## config.mk

```make
export PLATFORM = sky130hd
export DESIGN_NAME = alu_issue_unit
export DESIGN_NICKNAME = d
export VERILOG_FILES = /design/src/rtl/alu_issue_unit_pkg.sv /design/src/rtl/alu_issue_unit_instr_field_decode.sv /design/src/rtl/alu_issue_unit.sv
export SDC_FILE = /design/constraint.sdc
export NUM_CORES = 1
export LEC_CHECK = 0
export BUFFER_PORTS_ARGS = -buffer_cell sky130_fd_sc_hd__buf_2
export CAP_MARGIN = 0
export CORE_ASPECT_RATIO = 0.9
export CORE_UTILIZATION = 43
export DETAILED_ROUTE_END_ITERATION = 10
export MAX_ROUTING_LAYER = met4
export PLACE_DENSITY = 0.77
export SLEW_MARGIN = 30
export SYNTH_ARGS = -nofsm -noshare
export SYNTH_HDL_FRONTEND = slang
export SYNTH_HIERARCHICAL = 1
export SYNTH_SLANG_ARGS = --single-unit
```

## constraint.sdc

```tcl
create_clock -name clock -period 2.06 [get_ports clock]
set_input_delay 0.412 -clock clock [delete_from_list [all_inputs] [get_ports clock]]
set_output_delay 0.412 -clock clock [all_outputs]
set_load 0.005 [all_outputs]
```

## src/rtl/alu_issue_unit_pkg.sv

```systemverilog
// Shared constants for the ALU issue unit: widths, instruction field positions,
// opcode encodings, FSM states and the decoded-instruction struct.
package alu_issue_unit_pkg;

    localparam int WORD_SIZE   = 16;
    localparam int OPCODE_SIZE = 4;
    localparam int REG_ADDR_W  = 3;
    localparam int IMM_W       = 6;

    // Field layout: [opcode | rd | rs1 | rs2], with imm overlapping rs2 and the low bits
    localparam int OPC_LSB = WORD_SIZE - OPCODE_SIZE;
    localparam int RD_LSB  = OPC_LSB - REG_ADDR_W;
    localparam int RS1_LSB = RD_LSB - REG_ADDR_W;
    localparam int RS2_LSB = RS1_LSB - REG_ADDR_W;

    typedef logic [OPCODE_SIZE-1:0] opcode_t;

    localparam opcode_t OP_NOT  = 4'd0;
    localparam opcode_t OP_AND  = 4'd1;
    localparam opcode_t OP_OR   = 4'd2;
    localparam opcode_t OP_XOR  = 4'd3;
    localparam opcode_t OP_ADD  = 4'd4;
    localparam opcode_t OP_SUB  = 4'd5;
    localparam opcode_t OP_COMP = 4'd6;
    localparam opcode_t OP_LT   = 4'd7;
    localparam opcode_t OP_EQ   = 4'd8;
    localparam opcode_t OP_ANDI = 4'd9;
    localparam opcode_t OP_ADDI = 4'd10;

    typedef enum logic [1:0] {
        ST_IDLE  = 2'd0,
        ST_READ  = 2'd1,
        ST_ISSUE = 2'd2,
        ST_WB    = 2'd3
    } state_e;

    typedef struct packed {
        opcode_t                opcode;
        logic [REG_ADDR_W-1:0]  rd;
        logic [REG_ADDR_W-1:0]  rs1;
        logic [REG_ADDR_W-1:0]  rs2;
        logic [WORD_SIZE-1:0]   imm_sext;
        logic                   uses_imm;
    } fields_t;

    function automatic logic is_legal_op(input opcode_t op);
        return op <= OP_ADDI;
    endfunction

endpackage

```

## src/rtl/alu_issue_unit_instr_field_decode.sv

```systemverilog
// Instruction field decoder: splits an instruction word into its fields.
// Purely combinational; no state, no backpressure.
module instr_field_decode
    import alu_issue_unit_pkg::*;
(
    input  logic [WORD_SIZE-1:0] instr,
    output fields_t              fields,
    output logic                 legal
);

    opcode_t op;

    always_comb begin
        op              = instr[OPC_LSB +: OPCODE_SIZE];
        fields.opcode   = op;
        fields.rd       = instr[RD_LSB  +: REG_ADDR_W];
        fields.rs1      = instr[RS1_LSB +: REG_ADDR_W];
        fields.rs2      = instr[RS2_LSB +: REG_ADDR_W];
        fields.imm_sext = {{(WORD_SIZE-IMM_W){instr[IMM_W-1]}}, instr[IMM_W-1:0]};
        fields.uses_imm = (op == OP_ANDI) || (op == OP_ADDI);
        legal           = is_legal_op(op);
    end

endmodule

```

## src/rtl/alu_issue_unit.sv

```systemverilog
// ALU issue/writeback controller, one instruction in flight (IDLE/READ/ISSUE/WB).
// Latency: accept edge -> alu_enable 2 cycles, -> rf_we 3 cycles; 1 instr per 4 cycles.
// Backpressure: instr_ready only in IDLE; ALU_ISSUE_PERF_EN adds the retire counter.
module alu_issue_unit
    import alu_issue_unit_pkg::*;
(
    input  logic                    clock,
    input  logic                    reset,
    input  logic                    instr_valid,
    output logic                    instr_ready,
    input  logic [WORD_SIZE-1:0]    instr,
    output logic [REG_ADDR_W-1:0]   rf_raddr1,
    output logic [REG_ADDR_W-1:0]   rf_raddr2,
    input  logic [WORD_SIZE-1:0]    rf_rdata1,
    input  logic [WORD_SIZE-1:0]    rf_rdata2,
    output logic                    rf_we,
    output logic [REG_ADDR_W-1:0]   rf_waddr,
    output logic [WORD_SIZE-1:0]    rf_wdata,
    output logic [OPCODE_SIZE-1:0]  alu_opcode,
    output logic [WORD_SIZE-1:0]    alu_input1,
    output logic [WORD_SIZE-1:0]    alu_input2,
    output logic                    alu_enable,
    input  logic [WORD_SIZE-1:0]    alu_result,
    output logic                    done,
    output logic                    illegal_op,
    output logic [15:0]             retire_count
);

    state_e  state_q, state_d;
    fields_t dec;
    logic    dec_legal;
    fields_t fields_q, fields_d;
    logic    illegal_q, illegal_d;
    opcode_t              alu_opcode_q, alu_opcode_d;
    logic [WORD_SIZE-1:0] alu_in1_q, alu_in1_d;
    logic [WORD_SIZE-1:0] alu_in2_q, alu_in2_d;
    logic                 accept;

    instr_field_decode u_decode (
        .instr  (instr),
        .fields (dec),
        .legal  (dec_legal)
    );

    assign accept = instr_valid && (state_q == ST_IDLE);

    always_ff @(posedge clock or posedge reset) begin
        if (reset) begin
            state_q <= ST_IDLE;
        end else begin
            state_q <= state_d;
        end
    end

    // Illegal opcodes are consumed in IDLE and never leave it
    always_comb begin
        state_d = state_q;
        case (state_q)
            ST_IDLE:  if (accept && dec_legal) state_d = ST_READ;
            ST_READ:  state_d = ST_ISSUE;
            ST_ISSUE: state_d = ST_WB;
            ST_WB:    state_d = ST_IDLE;
            default:  state_d = ST_IDLE;
        endcase
    end

    always_comb begin
        fields_d     = fields_q;
        illegal_d    = accept && !dec_legal;
        alu_opcode_d = alu_opcode_q;
        alu_in1_d    = alu_in1_q;
        alu_in2_d    = alu_in2_q;
        if (accept && dec_legal) begin
            fields_d = dec;
        end
        if (state_q == ST_READ) begin
            alu_opcode_d = fields_q.opcode;
            alu_in1_d    = rf_rdata1;
            if (fields_q.uses_imm) begin
                alu_in2_d = fields_q.imm_sext;
            end else if (fields_q.opcode == OP_NOT) begin
                alu_in2_d = '0;
            end else begin
                alu_in2_d = rf_rdata2;
            end
        end
    end

    always_ff @(posedge clock or posedge reset) begin
        if (reset) begin
            fields_q     <= '0;
            illegal_q    <= 1'b0;
            alu_opcode_q <= '0;
            alu_in1_q    <= '0;
            alu_in2_q    <= '0;
        end else begin
            fields_q     <= fields_d;
            illegal_q    <= illegal_d;
            alu_opcode_q <= alu_opcode_d;
            alu_in1_q    <= alu_in1_d;
            alu_in2_q    <= alu_in2_d;
        end
    end

    always_comb begin
        instr_ready = (state_q == ST_IDLE);
        rf_raddr1   = '0;
        rf_raddr2   = '0;
        rf_we       = 1'b0;
        rf_waddr    = '0;
        rf_wdata    = '0;
        alu_enable  = (state_q == ST_ISSUE);
        done        = 1'b0;
        illegal_op  = illegal_q;
        alu_opcode  = alu_opcode_q;
        alu_input1  = alu_in1_q;
        alu_input2  = alu_in2_q;
        if (state_q == ST_READ) begin
            rf_raddr1 = fields_q.rs1;
            rf_raddr2 = fields_q.rs2;
        end
        // r0 is hardwired zero: the write is dropped but the instruction still retires
        if (state_q == ST_WB) begin
            rf_we    = (fields_q.rd != '0);
            rf_waddr = fields_q.rd;
            rf_wdata = alu_result;
            done     = 1'b1;
        end
    end

`ifdef ALU_ISSUE_PERF_EN
    logic [15:0] retire_q, retire_d;

    always_comb begin
        retire_d = retire_q;
        if (done) begin
            retire_d = retire_q + 16'd1;
        end
    end

    always_ff @(posedge clock or posedge reset) begin
        if (reset) begin
            retire_q <= '0;
        end else begin
            retire_q <= retire_d;
        end
    end

    assign retire_count = retire_q;
`else
    assign retire_count = '0;
`endif

endmodule

```

==> results_dict.tcl <==
set metrics [dict create \
    p_leak_uw 0.00202 \
    fp.dieW_um 95.3 \
    drv_cap 0 \
    initial_core_util 0.446 \
    grt_pass1_vias 2181 \
    synth_edf_count 0 \
    synth-seq-cells 69 \
    dieArea_um2 8190 \
    timing.rr.start "state_q[0]$_DFFE_PP0P_" \
    first_pass_iters 4 \
    netlist_area_um2 3370 \
    finClkSkew_ns 0.00646 \
    die_y_um 85.9 \
    cp-start-kind "flop" \
    stdcell_count 496 \
    cp_data_required_time_ns 1.65 \
    yosys.area.top_type_share 0.513 \
    crit_path_max_fanout 4 \
    worstSetupStartpoint "state_q[1]$_DFFE_PP0P_" \
    clk_latency_ns 0.34 \
    drt_iter0_drc 82 \
    layout-drive-gt1-share 0.518 \
    synth.most_common_cell "dfrtp_1" \
    area_growth_pct 20.0 \
    hold_viol 0 \
    grt_usage 0.179 \
    grt_first_pass_wirelength_um 10600 \
    seqCellArea_um2 1730 \
    period_share 0.961 \
    setup_viol 0 \
    rows 30 \
    fin_crit_ns 1.98 \
    crit_arrival_ns 1.57 \
    multi_input_area_um2 1270 \
    clock_path_buffers 2 \
    synth_common_cells "69 x dfrtp_1, 45 x buf_4, 45 x mux2_2, 25 x and2_1, 19 x nand2_1" \
    vias 2343 \
    fin_setup_tns_ns 0 \
    io_pins 149 \
    hold_path.class "in2async" \
    yosysUniqueCellTypes 25 \
    wl_per_cell_um 13.4 \
    worst_setup_path_end_kind "output pin" \
    via_per_inst 4.72 \
    diodes 0 \
    portBuffers 132 \
    synth_top_area_cell "dfrtp_1" \
    drc 0 \
    htree_levels 3 \
    path_clk_slew_ns 0.07 \
    cts-root-buf "clkbuf_8" \
    ys_warn_count 6 \
    fillers 644 \
    final_nets 468 \
    synth_area_leaders "dfrtp_1 51%, mux2_2 15%, buf_4 10%, and2_1 4.6%, nand3b_1 3.3%" \
    drv_slew 0 \
    grt_overflow_total 0 \
    synth_area_per_cell_um2 11.6 \
    max_clock_freq_mhz 505 \
    path_class "reg2out" \
    rsz0062_at_grt "false" \
    rrSetupSlack_ns 0.41 \
    pwr_density_cell_nw_per_um2 1430 \
    status "complete, no violations" \
    core_um2 7540 \
    synth_ff_type "dfrtp_1" \
    cts_tree "done" \
    grt_max_degree 70 \
    dp.cells 481 \
    cts_buffers 9 \
    crit_path_end "rf_we" \
    antenna_found_initial 0 \
    cts_sinks 69 \
    ant_nets 0 \
    peakVddDrop_mv 0.649 \
    gp_congestion 0.752 \
    wirelength_um 6640 \
    r2r_end "fields_q[2]$_DFFE_PP0P_" \
    async_reset_ff_frac 1.00 \
    reg2reg_depth 5 \
    synth-seq-area-share 0.513 \
    syn_inst 290 \
    place_hpwl_um 4810 \
]
routing by layer:
metal / GRT usage / vias to the layer above / wire length [um]
met5: - / - / 0
met1: 0.230 / 1108 / 3050
met4: 0.0730 / 0 / 102
met2: 0.265 / 101 / 3020
li1: - / 1123 / -
met3: 0.0488 / 11 / 470
power breakdown:
part	leakage [uW]	internal (uW)	switching [uW]
clock	0.0000881	485	456
combinational	0.00112	1320	1100
sequential	0.000809	2050	345
sequential cells by signal, summed over array words and instances (netlist names):
signal      flops
state_q         2
fields_q       30
alu_opcode      4
alu_input2     16
illegal_op      1
alu_input1     16
kinds of logic (layout without fill, tap and decap cells):
kind of cell,Yosys count,count (layout),share of synthesized area
fa+ha+maj,4,4,0.0149
xor+xnor,1,1,0.00260
compound gates,20,20,0.0386
buf+inv,63,158,0.128
flops,69,69,0.513
simple gates,82,82,0.135
mux,50,50,0.167
other cells,1,16,0.00111
stage by stage:
step	area, um2	worst slack [ns]	hold slack [ns]	total power, uW	utilization
global route	4040	0.00483	0.181	6230	0.535
CTS	4030	0.0231	0.166	5820	0.534
floorplan	3430	0.386	0.456	3970	-
detailed placement	3860	0.389	0.483	4860	0.512
finish	4040	0.0807	0.151	5760	0.535
global placement	3860	0.402	0.469	4740	0.512
timing repair:
| action | CTS | global route |
|---|---|---|
| resized for setup | 0 | 1 |
| hold buffers | 0 | 0 |
| setup buffers | 0 | 1 |
| endpoints found under the setup margin | 0 | 1 |
worst max-delay path, stage by stage (launching register included):
cell,delay [ns]
dfrtp_1,0.40
ha_2,0.21
and2_1,0.14
or3_1,0.35
buf_2,0.13
cell type report:
| class | instances | share of cell area |
|---|---|---|
| Inverter | 3 | 0.00372 |
| Timing Repair Buffer | 141 | 0.183 |
| Tap cell | 96 | 0.0297 |
| Clock inverter | 2 | 0.00248 |
| Multi-Input combinational cell | 173 | 0.315 |
| Clock buffer | 12 | 0.0384 |
| Sequential cell | 69 | 0.428 |
worst min path at each step:
stage | endpoint | from | slack (ns)
3_3_place_gp | fields_q[22]$_DFFE_PP0P_ | fields_q[22]$_DFFE_PP0P_ | 0.47
3_5_place_dp | fields_q[13]$_DFFE_PP0P_ | fields_q[13]$_DFFE_PP0P_ | 0.48
2_1_floorplan | fields_q[22]$_DFFE_PP0P_ | fields_q[22]$_DFFE_PP0P_ | 0.46
5_1_grt | fields_q[7]$_DFFE_PP0P_ | reset | 0.18
4_1_cts | alu_input2[5]$_DFFE_PP0N_ | reset | 0.17
6_report | alu_input2[10]$_DFFE_PP0N_ | reset | 0.15
layout by cell type (no fill, tap or decap), drive strengths merged, types with 2 or more instances in the layout:
master	Yosys	layout
buf	52	141
conb	1	16
inv	3	2
a31oi	17	17
nand2	19	19
mux2	50	50
clkinv	0	2
clkbuf	8	12
and2	25	25
nand3b	16	16
nor2	18	18
dfrtp	69	69
ha	4	4
No activity file was read; power rests on OpenSTA's default activity.
